[src/rtl/vmicro16_fifo_apb.sv]
// vmicro16_fifo_apb: APB responder wrapping a word-wide mailbox FIFO.
// Each transfer is IDLE -> WAIT -> DONE. The single side effect of a transfer
// is committed on the WAIT -> DONE edge. S_PREADY is pulsed in DONE.
module vmicro16_fifo_apb #(
  parameter int BUS_WIDTH = 16,
  parameter int DEPTH     = 8,
  parameter int CNT_W     = $clog2(DEPTH) + 1
) (
  input  logic                 clk,
  input  logic                 reset,
  input  logic [BUS_WIDTH-1:0] S_PADDR,
  input  logic                 S_PWRITE,
  input  logic                 S_PSELx,
  input  logic                 S_PENABLE,
  input  logic [BUS_WIDTH-1:0] S_PWDATA,
  output logic [BUS_WIDTH-1:0] S_PRDATA,
  output logic                 S_PREADY,
  output logic                 irq
);

  localparam int PTR_W = $clog2(DEPTH);

  localparam logic [1:0] A_DATA   = 2'd0;
  localparam logic [1:0] A_STATUS = 2'd1;
  localparam logic [1:0] A_CTRL   = 2'd2;
  localparam logic [1:0] A_THRESH = 2'd3;

  typedef enum logic [1:0] {
    S_IDLE = 2'd0,
    S_WAIT = 2'd1,
    S_DONE = 2'd2
  } state_t;

  state_t               state_q, state_d;
  logic [CNT_W-1:0]     count_q, count_d;
  logic [PTR_W-1:0]     wptr_q, wptr_d;
  logic [PTR_W-1:0]     rptr_q, rptr_d;
  logic                 ovf_q, ovf_d;
  logic                 unf_q, unf_d;
  logic [CNT_W-1:0]     thresh_q, thresh_d;
  logic                 irq_q, irq_d;
  logic                 pready_q, pready_d;
  logic [BUS_WIDTH-1:0] prdata_q, prdata_d;

  logic [BUS_WIDTH-1:0] mem [DEPTH];
  logic                 mem_we;

  logic                 access;
  logic                 empty;
  logic                 full;
  logic [1:0]           addr;
  logic [BUS_WIDTH-1:0] status_word;
  logic [BUS_WIDTH-1:0] thresh_word;
  logic                 unused_addr_bits;

  // Only the two low address bits select a register.
  assign unused_addr_bits = ^S_PADDR[BUS_WIDTH-1:2];

  assign access = S_PSELx & S_PENABLE;
  assign empty  = (count_q == '0);
  assign full   = (count_q == CNT_W'(DEPTH));
  assign addr   = S_PADDR[1:0];

  // Read-side views of the STATUS and THRESH registers.
  always_comb begin
    status_word              = '0;
    status_word[CNT_W-1:0]   = count_q;
    status_word[8]           = empty;
    status_word[9]           = full;
    status_word[10]          = unf_q;
    status_word[11]          = ovf_q;
    thresh_word              = '0;
    thresh_word[CNT_W-1:0]   = thresh_q;
  end

  // Next-state, register-access side effects and registered outputs.
  always_comb begin
    state_d  = state_q;
    count_d  = count_q;
    wptr_d   = wptr_q;
    rptr_d   = rptr_q;
    ovf_d    = ovf_q;
    unf_d    = unf_q;
    thresh_d = thresh_q;
    pready_d = 1'b0;
    prdata_d = '0;
    mem_we   = 1'b0;
    irq_d    = (thresh_q != '0) && (count_q >= thresh_q);

    case (state_q)
      S_IDLE: begin
        if (access) state_d = S_WAIT;
      end
      S_WAIT: begin
        if (!access) begin
          // Master abandoned the access phase: no side effect, no ready.
          state_d = S_IDLE;
        end else begin
          state_d  = S_DONE;
          pready_d = 1'b1;
          if (S_PWRITE) begin
            case (addr)
              A_DATA: begin
                if (full) begin
                  ovf_d = 1'b1;
                end else begin
                  mem_we  = 1'b1;
                  wptr_d  = wptr_q + 1'b1;
                  count_d = count_q + 1'b1;
                end
              end
              A_CTRL: begin
                if (S_PWDATA[0]) begin
                  count_d = '0;
                  wptr_d  = '0;
                  rptr_d  = '0;
                end
                if (S_PWDATA[1]) begin
                  ovf_d = 1'b0;
                  unf_d = 1'b0;
                end
              end
              A_THRESH: thresh_d = S_PWDATA[CNT_W-1:0];
              default: ;
            endcase
          end else begin
            case (addr)
              A_DATA: begin
                if (empty) begin
                  unf_d = 1'b1;
                end else begin
                  prdata_d = mem[rptr_q];
                  rptr_d   = rptr_q + 1'b1;
                  count_d  = count_q - 1'b1;
                end
              end
              A_STATUS: prdata_d = status_word;
              A_THRESH: prdata_d = thresh_word;
              default:  prdata_d = '0;
            endcase
          end
        end
      end
      S_DONE: begin
        // Ready has been shown for one cycle; read data drops back to 0.
        state_d = S_IDLE;
      end
      default: state_d = S_IDLE;
    endcase
  end

  // Control/state registers with synchronous active-low reset.
  always_ff @(posedge clk) begin
    if (!reset) begin
      state_q  <= S_IDLE;
      count_q  <= '0;
      wptr_q   <= '0;
      rptr_q   <= '0;
      ovf_q    <= 1'b0;
      unf_q    <= 1'b0;
      thresh_q <= '0;
      irq_q    <= 1'b0;
      pready_q <= 1'b0;
      prdata_q <= '0;
    end else begin
      state_q  <= state_d;
      count_q  <= count_d;
      wptr_q   <= wptr_d;
      rptr_q   <= rptr_d;
      ovf_q    <= ovf_d;
      unf_q    <= unf_d;
      thresh_q <= thresh_d;
      irq_q    <= irq_d;
      pready_q <= pready_d;
      prdata_q <= prdata_d;
    end
  end

  // FIFO storage; contents need no reset because count/pointers gate them.
  always_ff @(posedge clk) begin
    if (reset && mem_we) mem[wptr_q] <= S_PWDATA;
  end

  assign S_PREADY = pready_q;
  assign S_PRDATA = prdata_q;
  assign irq      = irq_q;

endmodule

[config.mk]
export PLATFORM = sky130hd
export DESIGN_NAME = vmicro16_fifo_apb
export DESIGN_NICKNAME = d
export VERILOG_FILES = /design/src/rtl/vmicro16_fifo_apb.sv
export SDC_FILE = /design/constraint.sdc
export NUM_CORES = 1
export LEC_CHECK = 0
export CELL_PAD_IN_SITES_DETAIL_PLACEMENT = 2
export CELL_PAD_IN_SITES_GLOBAL_PLACEMENT = 2
export CORE_UTILIZATION = 43
export CTS_BUF_LIST = sky130_fd_sc_hd__clkbuf_4 sky130_fd_sc_hd__clkbuf_8 sky130_fd_sc_hd__clkbuf_16
export DETAILED_ROUTE_END_ITERATION = 8
export PLACE_DENSITY_LB_ADDON = 0.1
export SLEW_MARGIN = 10
export SYNTH_ARGS = -nofsm -noshare
export SYNTH_HDL_FRONTEND = slang
export SYNTH_SLANG_ARGS = --single-unit
[constraint.sdc]
create_clock -name clk -period 4.2 [get_ports clk]
set_input_delay 1.05 -clock clk [delete_from_list [all_inputs] [get_ports clk]]
set_output_delay 1.05 -clock clk [all_outputs]
set_load 0.05 [all_outputs]
# == Word level (Yosys, flattened, before mapping) ==
# Memory sizes are Yosys's and may differ from the RTL's. A register that Yosys moved wholly into a read port is not among the register bits.
# Cells that the tools add are included.
# word_totals
reg_bits,36
ram_bits,128
input_bits,37
output_inout_bits,18
wordCells,88
mem_count,1
# op_classes
add_sub_neg,4
order_cmp,1
n_eq_ne,16
mux,35
n_bitwise,4
reduce_logical,17
# mem_list
name,words,word_bits,rd,rd_clocked_by_memory_dff,wr,line_no,source
mem,8,16,1,1,1,45,logic [BUS_WIDTH-1:0] mem [DEPTH];
# op_table
op,n
$pmux 16 s3,1
$mux 3,8
$reduce_and 6->1,4
$mux 4,5
$mux 16,1
$mux 1,14
$ne 2x2->1 const B,6
$pmux 4 s2,1
$reduce_and 7->1,1
$add 3x1->3 const B,2
$ne 2x1->1 const B,3
$ne 3x3->1 const B,2
$pmux 3 s2,1
$reduce_bool 2->1,3
$add 4x1->4 const B,1
$eq 2x1->1 const B,2
$eq 2x2->1 const B,2
$eq 4x4->1 const B,1
$ge 4x4->1,1
$logic_not 2->1,2
$logic_not 4->1,1
$mux 2,2
$pmux 2 s2,1
$reduce_and 4->1,1
8 further kinds,11

# == Logic depth before layout (Yosys ltp) ==
# Gate-level depths: netlist of the first run.
# depth
ltp_word,9
mapped_depth,7

# == Worst setup path after synthesis of the first run ==
# No wires, ideal clock.
# synth_timing
path_type,input to register
startpoint,input S_PADDR[1]
endpoint,memory mem[1][0] (enable)
arrival_ps,2903
required_ps,3791
setup_slack_ps,888
stages,5
n_path_buf,2
path_cell_list,clkbuf_2 clkbuf_1 a21oi_1 nand4_1 nor3_1
# synth_via
elab_chain_cells,8
# synth_rtl
item,line_no,source
from (decl),11,"input logic [BUS_WIDTH-1:0] S_PADDR,"
$logic_not 2->1,102,case (addr)
$mux 1,102,
$mux 1,101,if (S_PWRITE) begin
$mux 1,95,if (!access) begin
$mux 1,90,case (state_q)
$logic_and 1x1->1,181,if (reset && mem_we) mem[wptr_q] <= S_PWDATA;
$mux 1,181,
$mux 1 (not written as such),181,
to (decl),45,
# No other way between the ends.

# == Final worst setup path of the first run ==
# layout_timing
startpoint,input S_PADDR[1]
endpoint,memory mem[0][11] (enable)
# The elaborated chain is that of the path after synthesis.

==> results.md, run 1 <==
- Outcome: complete, no violations
- P_leak: 2.620 nW
- Prevailing post-synth register cell: edfxtp_1
- Hold Buf Count CTS: 0
- Pwr dens: 434.9 nW/um2
- DRC Markers: 0
- CTS tree: done
- Min Hold Slack: 0.4448 ns
- Critical Path Start Type: input pin
- Count of different cell masters after synthesis: 50
- Syn avg cell area: 16.77 um2
- Worst-Margin Slew: 1.067 ns
- Resize count post-CTS: 0
- Final hold violation count: 0
- Reg-to-reg critical path startpoint: count_q[0]$_SDFFE_PN0P_
- Clock Sinks: 167
- Comb power frac: 0.024
- Mapped cell area: 6593 um2
- DRT Pass-1 Iters: 4
- YS warnings: 0
- # rows: 44
- CP Class: input pin to flip-flop
- Sequential power share: 0.514
- CP required: 4.32 ns
- Max_slew headroom: 0.2878
- Clk_lat worst skew: 0.43 ns
- Data arrival, critical path: 3.64 ns
- Port Buffers: 40
- Largest net degree at the start of global routing: 25
- Net switching power: 0.7485 mW
- Setup TNS: 0 ns
- # Max-Cap Violations: 0
- Vias per cell: 5.714
- Drt wl/cell: 25.32 um
- P_int: 2.709 mW
- Switching share of power: 0.2165
- Core area: 14750 um2
- Synth Register Bits: 167
- Initial DRC Count: 242
- Diode count: 0
- CTS H-tree lvls: 4
- Total Routing Usage GR: 0.2283
- WL final: 16.66 mm
- Clock network fraction of total power: 0.462
- Worst Min Path Start: state_q[1]$_SDFFE_PN0P_
- Clk pin slew, worst setup/hold paths: 0.07 ns
- Full die area: 15830 um2
- Initial Utilization: 0.4468
- Final setup vio count: 0
- Die span in y: 125.8 um
- Crit. End Element: flip-flop
- Dpl cell area: 7352 um2
- Commonest cells after routing, fill and taps aside: 128 x edfxtp_1, 40 x clkdlybuf4s50_1, 37 x dfxtp_1
- Max-slew violations: 0
- Root buf cell: clkbuf_16
- Fmax: 283.9 MHz
- Final period util: 0.8388
- Number of setup buffers added after CTS: 0
- Number of synthesized flops with an enable pin: 128
- Final Core Density: 0.5388
- Worst-path fanout max: 10
- Max clock buf depth: 2
- Initial antenna violation count: 0
- Share of post-route cells with drive strength above 1: 0.2131
- # IOs: 55
- Net count, final: 507
- Setup repair after global routing missed its margin: false
- Die Width: 125.8 um
- Final instance area: 7950 um2
- Worst clock skew: 0.01090 ns
- Via count: 3760
- Post-synthesis sequential area ratio: 0.7015
- First-pass GRT wire length: 26.01 mm
- WHS Path Cells: 1
- Placed wire-length estimate: 10.99 mm
- Mapped Cells: 393
- Syn Nets: 439
- Worst min-delay path class: flip-flop to flip-flop
- Gp weighted congestion: 0.7203
- Commonest non-fill, non-tap cell in the layout: edfxtp_1
- Vias in the first global route: 4336
- VDD IR max: 0.0002814 V
- Area Growth Syn to Fin: 20.59%
- R2R depth: 7
- Final min period: 3.523 ns
- ANT nets after route: 0
- Worst Setup SP: S_PADDR[1]
- CTS Buf Count: 17
- GRT overflow: 0
- Ys async rst share: 0
==> power groups by stage <==
stage                     clock (mW)  combinational, mW  sequential [mW]
after floorplan                    0             0.0260             1.81
after global placement             0             0.0778             1.81
after detailed placement           0             0.0835             1.81
after CTS                       1.63             0.0846             1.78
after global routing            1.68             0.0906             1.78
final                           1.60             0.0844             1.78
==> per-stage QoR <==
step | instances | worst slack, ns | total power [mW]
after detailed placement | 626 | 0.2120 | 1.896
after floorplan | 393 | 0.8879 | 1.839
after global placement | 626 | 0.3212 | 1.890
after CTS | 658 | 0.6646 | 3.485
final | 658 | 0.6771 | 3.457
after global routing | 658 | 0.5570 | 3.543
==> area by class of cell <==
cell class                      instances  area, um2
Tap cell                              184      230.2
Sequential cell                       167       4627
Timing Repair Buffer                   67      615.6
Fill cell                            1346       6804
Multi-Input combinational cell        198       1842
Clock inverter                         14      165.2
Inverter                               10      37.54
Clock buffer                           18      432.9
==> synthesized netlist by cell type (all sizes together), types with 4 or more instances <==
cell type / n / area share
mux2i: 23 / 0.035
nor2b: 5 / 0.0047
nor4: 4 / 0.0038
a21oi: 5 / 0.0038
clkbuf: 5 / 0.0030
nand2b: 9 / 0.0085
inv: 10 / 0.0057
nor2: 28 / 0.016
ha: 9 / 0.017
nand2: 21 / 0.012
dfxtp: 39 / 0.12
buf: 13 / 0.011
o21ai: 12 / 0.0091
edfxtp: 128 / 0.58
nand3: 4 / 0.0057
mux4: 32 / 0.11
==> sequential cells by signal, indices dropped and copies added (netlist names), 2 cells and up, named ones only <==
name / cells
S_PRDATA: 16
wptr_q: 3
rptr_q: 3
thresh_q: 4
count_q: 4
state_q: 2
mem: 128
==> worst max-delay path: stages <==
cell and delay, ns:
clkdlybuf4s50_1 0.69, nand2b_1 0.20, o21ai_1 0.12, or4_4 0.55, nor3_2 0.66, buf_4 0.35
==> final timing paths <==
path	endpoint	slack, ns
worst min-delay path	state_q[0]$_SDFFE_PN0P_	0.44
worst max-delay path	mem[0][11]$_DFFE_PP_	0.68
worst min register to register	state_q[0]$_SDFFE_PN0P_	0.44
worst max register to register	mem[0][11]$_DFFE_PP_	1.37
==> logic make-up after synthesis <==
family                   after synthesis  synth area share
AND/OR/NAND/NOR                       91           0.07269
multiplexers                          56            0.1459
flip-flops                           167            0.7015
buffers and inverters                 28           0.01993
AO/OA/AOI/OAI                         42           0.04290
adder cells (fa/ha/maj)                9           0.01708
==> routing by layer <==
layer / GRT usage / part of all wire
met1: 0.2722 / 0.42
met2: 0.4160 / 0.54
met3: 0.04843 / 0.029
met4: 0.06591 / 0.012
met5: 0 / 0
Power figures use the tool's default switching activity.
==> inputs of run 2 (changes only) <==
--- a/config.mk
+++ b/config.mk
@@ -7,7 +7,7 @@
 export LEC_CHECK = 0
 export CELL_PAD_IN_SITES_DETAIL_PLACEMENT = 2
 export CELL_PAD_IN_SITES_GLOBAL_PLACEMENT = 2
-export CORE_UTILIZATION = 43
+export CORE_UTILIZATION = 39
 export CTS_BUF_LIST = sky130_fd_sc_hd__clkbuf_4 sky130_fd_sc_hd__clkbuf_8 sky130_fd_sc_hd__clkbuf_16
 export DETAILED_ROUTE_END_ITERATION = 8
 export PLACE_DENSITY_LB_ADDON = 0.1
==> constraint.sdc (replaced) <==
create_clock -name clk -period 3 [get_ports clk]
set_input_delay 0.75 -clock clk [delete_from_list [all_inputs] [get_ports clk]]
set_output_delay 0.75 -clock clk [all_outputs]
set_load 0.05 [all_outputs]
==> results.md, run 2 (synthesized netlist as in run 1, its figures left out) <==
- Commonest non-fill, non-tap cell in the layout: edfxtp_1
- Initial Utilization: 0.3990 (-0.04787)
- Initial DRC Count: 214 (-12%)
- Diode count: 0 (unchanged)
- R2R depth: 7 (unchanged)
- Full die area: 17430 um2 (+10%)
- CTS H-tree lvls: 4 (unchanged)
- Worst-path fanout max: 7 (-3)
- CP required: 3.13 ns (-1.19 ns)
- Data arrival, critical path: 2.74 ns (-0.90 ns)
- WHS Path Cells: 1 (unchanged)
- Number of setup buffers added after CTS: 0 (unchanged)
- Max_slew headroom: 0.6286 (+0.3408)
- Initial antenna violation count: 0 (unchanged)
- Clock Sinks: 167 (unchanged)
- Resize count post-CTS: 0 (unchanged)
- Share of post-route cells with drive strength above 1: 0.2284 (+0.01531)
- Area Growth Syn to Fin: 22.85%
- First-pass GRT wire length: 26.43 mm (+1.6%)
- Final period util: 0.8724
- Vias in the first global route: 4322 (-0.32%)
- P_leak: 2.676 nW (+2.1%)
- Worst-Margin Slew: 0.5558 ns (-0.5110 ns)
- VDD IR max: 0.0005022 V (+78%)
- # IOs: 55 (unchanged)
- Worst clock skew: 0.006901 ns (-0.003997 ns)
- Max FFs per register: 128 (unchanged)
- DRT Pass-1 Iters: 4 (unchanged)
- Worst min-delay path class: flip-flop to flip-flop
- Via count: 3798 (+1.0%)
- Final Core Density: 0.4901 (-0.04872)
- Final hold violation count: 0 (unchanged)
- Hold Buf Count CTS: 0 (unchanged)
- Die span in y: 132.0 um (+4.9%)
- Gp weighted congestion: 0.7577 (+5.2%)
- Clk_lat worst skew: 0.43 ns (about the same)
- Dpl cell area: 7523 um2 (+2.3%)
- WL final: 16.95 mm (+1.7%)
- Critical Path Start Type: input pin
- # Max-Cap Violations: 0 (unchanged)
- DRC Markers: 0 (unchanged)
- ANT nets after route: 0 (unchanged)
- GRT overflow: 0 (unchanged)
- Final setup vio count: 0 (unchanged)
- Port Buffers: 40 (unchanged)
- Clk pin slew, worst setup/hold paths: 0.06 ns (about the same)
- Non-filler instance count after layout: 706 (+7.3%)
- CTS Buf Count: 17 (unchanged)
- Max clock buf depth: 2 (unchanged)
- Fmax: 382.1 MHz
- Commonest cells after routing, fill and taps aside: 128 x edfxtp_1, 40 x clkdlybuf4s50_1, 38 x dfxtp_1
- Setup repair after global routing missed its margin: false
- Die Width: 132.0 um (+4.9%)
- Pwr dens: 587.4 nW/um2 (+35%)
- Drt wl/cell: 24.01 um (-5.2%)
- CP Class: input pin to flip-flop
- Placed insts: 674 (+7.7%)
- Root buf cell: clkbuf_16
- Largest Register: mem
- Final instance area: 8099 um2 (+1.9%)
- Filler cells: 1516 (+13%)
- Vias per cell: 5.380 (-5.9%)
- Final min period: 2.617 ns
- R2r setup slk: 0.56 ns (-0.81 ns)
- Net count, final: 519 (+2.4%)
- CTS tree: done
- # rows: 47 (+6.8%)
- Crit. End Element: flip-flop
- Core area: 16520 um2 (+12%)
- Largest net degree at the start of global routing: 31 (+24%)
- Outcome: complete, no violations
- Max-slew violations: 0 (unchanged)
- Total Routing Usage GR: 0.2092 (-0.01914)
- Placed wire-length estimate: 11.07 mm (+0.69%)
[run 2: critical path, cell delays in order]
cell	delay, ns
clkdlybuf4s50_1	0.51
and4b_2	0.28
nand3_4	0.08
or4_4	0.57
nor2_1	0.28
buf_4	0.26
[run 2: routing by layer]
layer,GRT usage,up-vias,wire length [um]
met5,0,-,0
met4,0.06783,0,212
met3,0.03460,16,435
met2,0.3613,67,8798
met1,0.2690,2013,7504
li1,-,1702,-
[run 2: layout make-up]
cell class                      instances  area [um2]  area share
Tap cell                              220       275.3     0.03399
Timing Repair Buffer                   79       743.2     0.09177
Clock buffer                           20       447.9     0.05531
Inverter                               10       37.54    0.004635
Multi-Input combinational cell        198        1842      0.2274
Clock inverter                         12       127.6     0.01576
Sequential cell                       167        4626      0.5711
[run 2: through the flow]
| step | hold WS, ns | setup slack (ns) | setup TNS, ns | power, mW |
|---|---|---|---|---|
| after floorplan | 0.4020 | 0.1775 | 0 | 2.574 |
| after global placement | 0.4138 | -0.02470 | -0.1698 | 2.649 |
| after detailed placement | 0.4353 | -0.03301 | -0.2274 | 2.657 |
| after CTS | 0.4410 | 0.3915 | 0 | 4.804 |
| after global routing | 0.4549 | 0.3193 | 0 | 4.898 |
| final | 0.4367 | 0.3827 | 0 | 4.757 |
[run 2: power breakdown]
part           internal (mW)  switching [mW]
clock network           1.25           0.901
registers               2.49         0.00142
logic                 0.0503          0.0697
[run 2: path summary, 6_finish.rpt]
kind	end	start
max	mem[2][13]$_DFFE_PP_	S_PSELx
min	state_q[0]$_SDFFE_PN0P_	state_q[1]$_SDFFE_PN0P_
max reg2reg	mem[5][10]$_DFFE_PP_	count_q[1]$_SDFFE_PN0P_
min reg2reg	state_q[0]$_SDFFE_PN0P_	state_q[1]$_SDFFE_PN0P_
==> inputs of run 3 (changes only) <==
--- a/config.mk
+++ b/config.mk
@@ -10,6 +10,7 @@
 export CORE_UTILIZATION = 39
 export CTS_BUF_LIST = sky130_fd_sc_hd__clkbuf_4 sky130_fd_sc_hd__clkbuf_8 sky130_fd_sc_hd__clkbuf_16
 export DETAILED_ROUTE_END_ITERATION = 8
+export GPL_ROUTABILITY_DRIVEN = 0
 export PLACE_DENSITY_LB_ADDON = 0.1
 export SLEW_MARGIN = 10
 export SYNTH_ARGS = -nofsm -noshare
==> results of run 3 <==
Same layout as run 2: the final DEF is identical, and so are final timing and power.
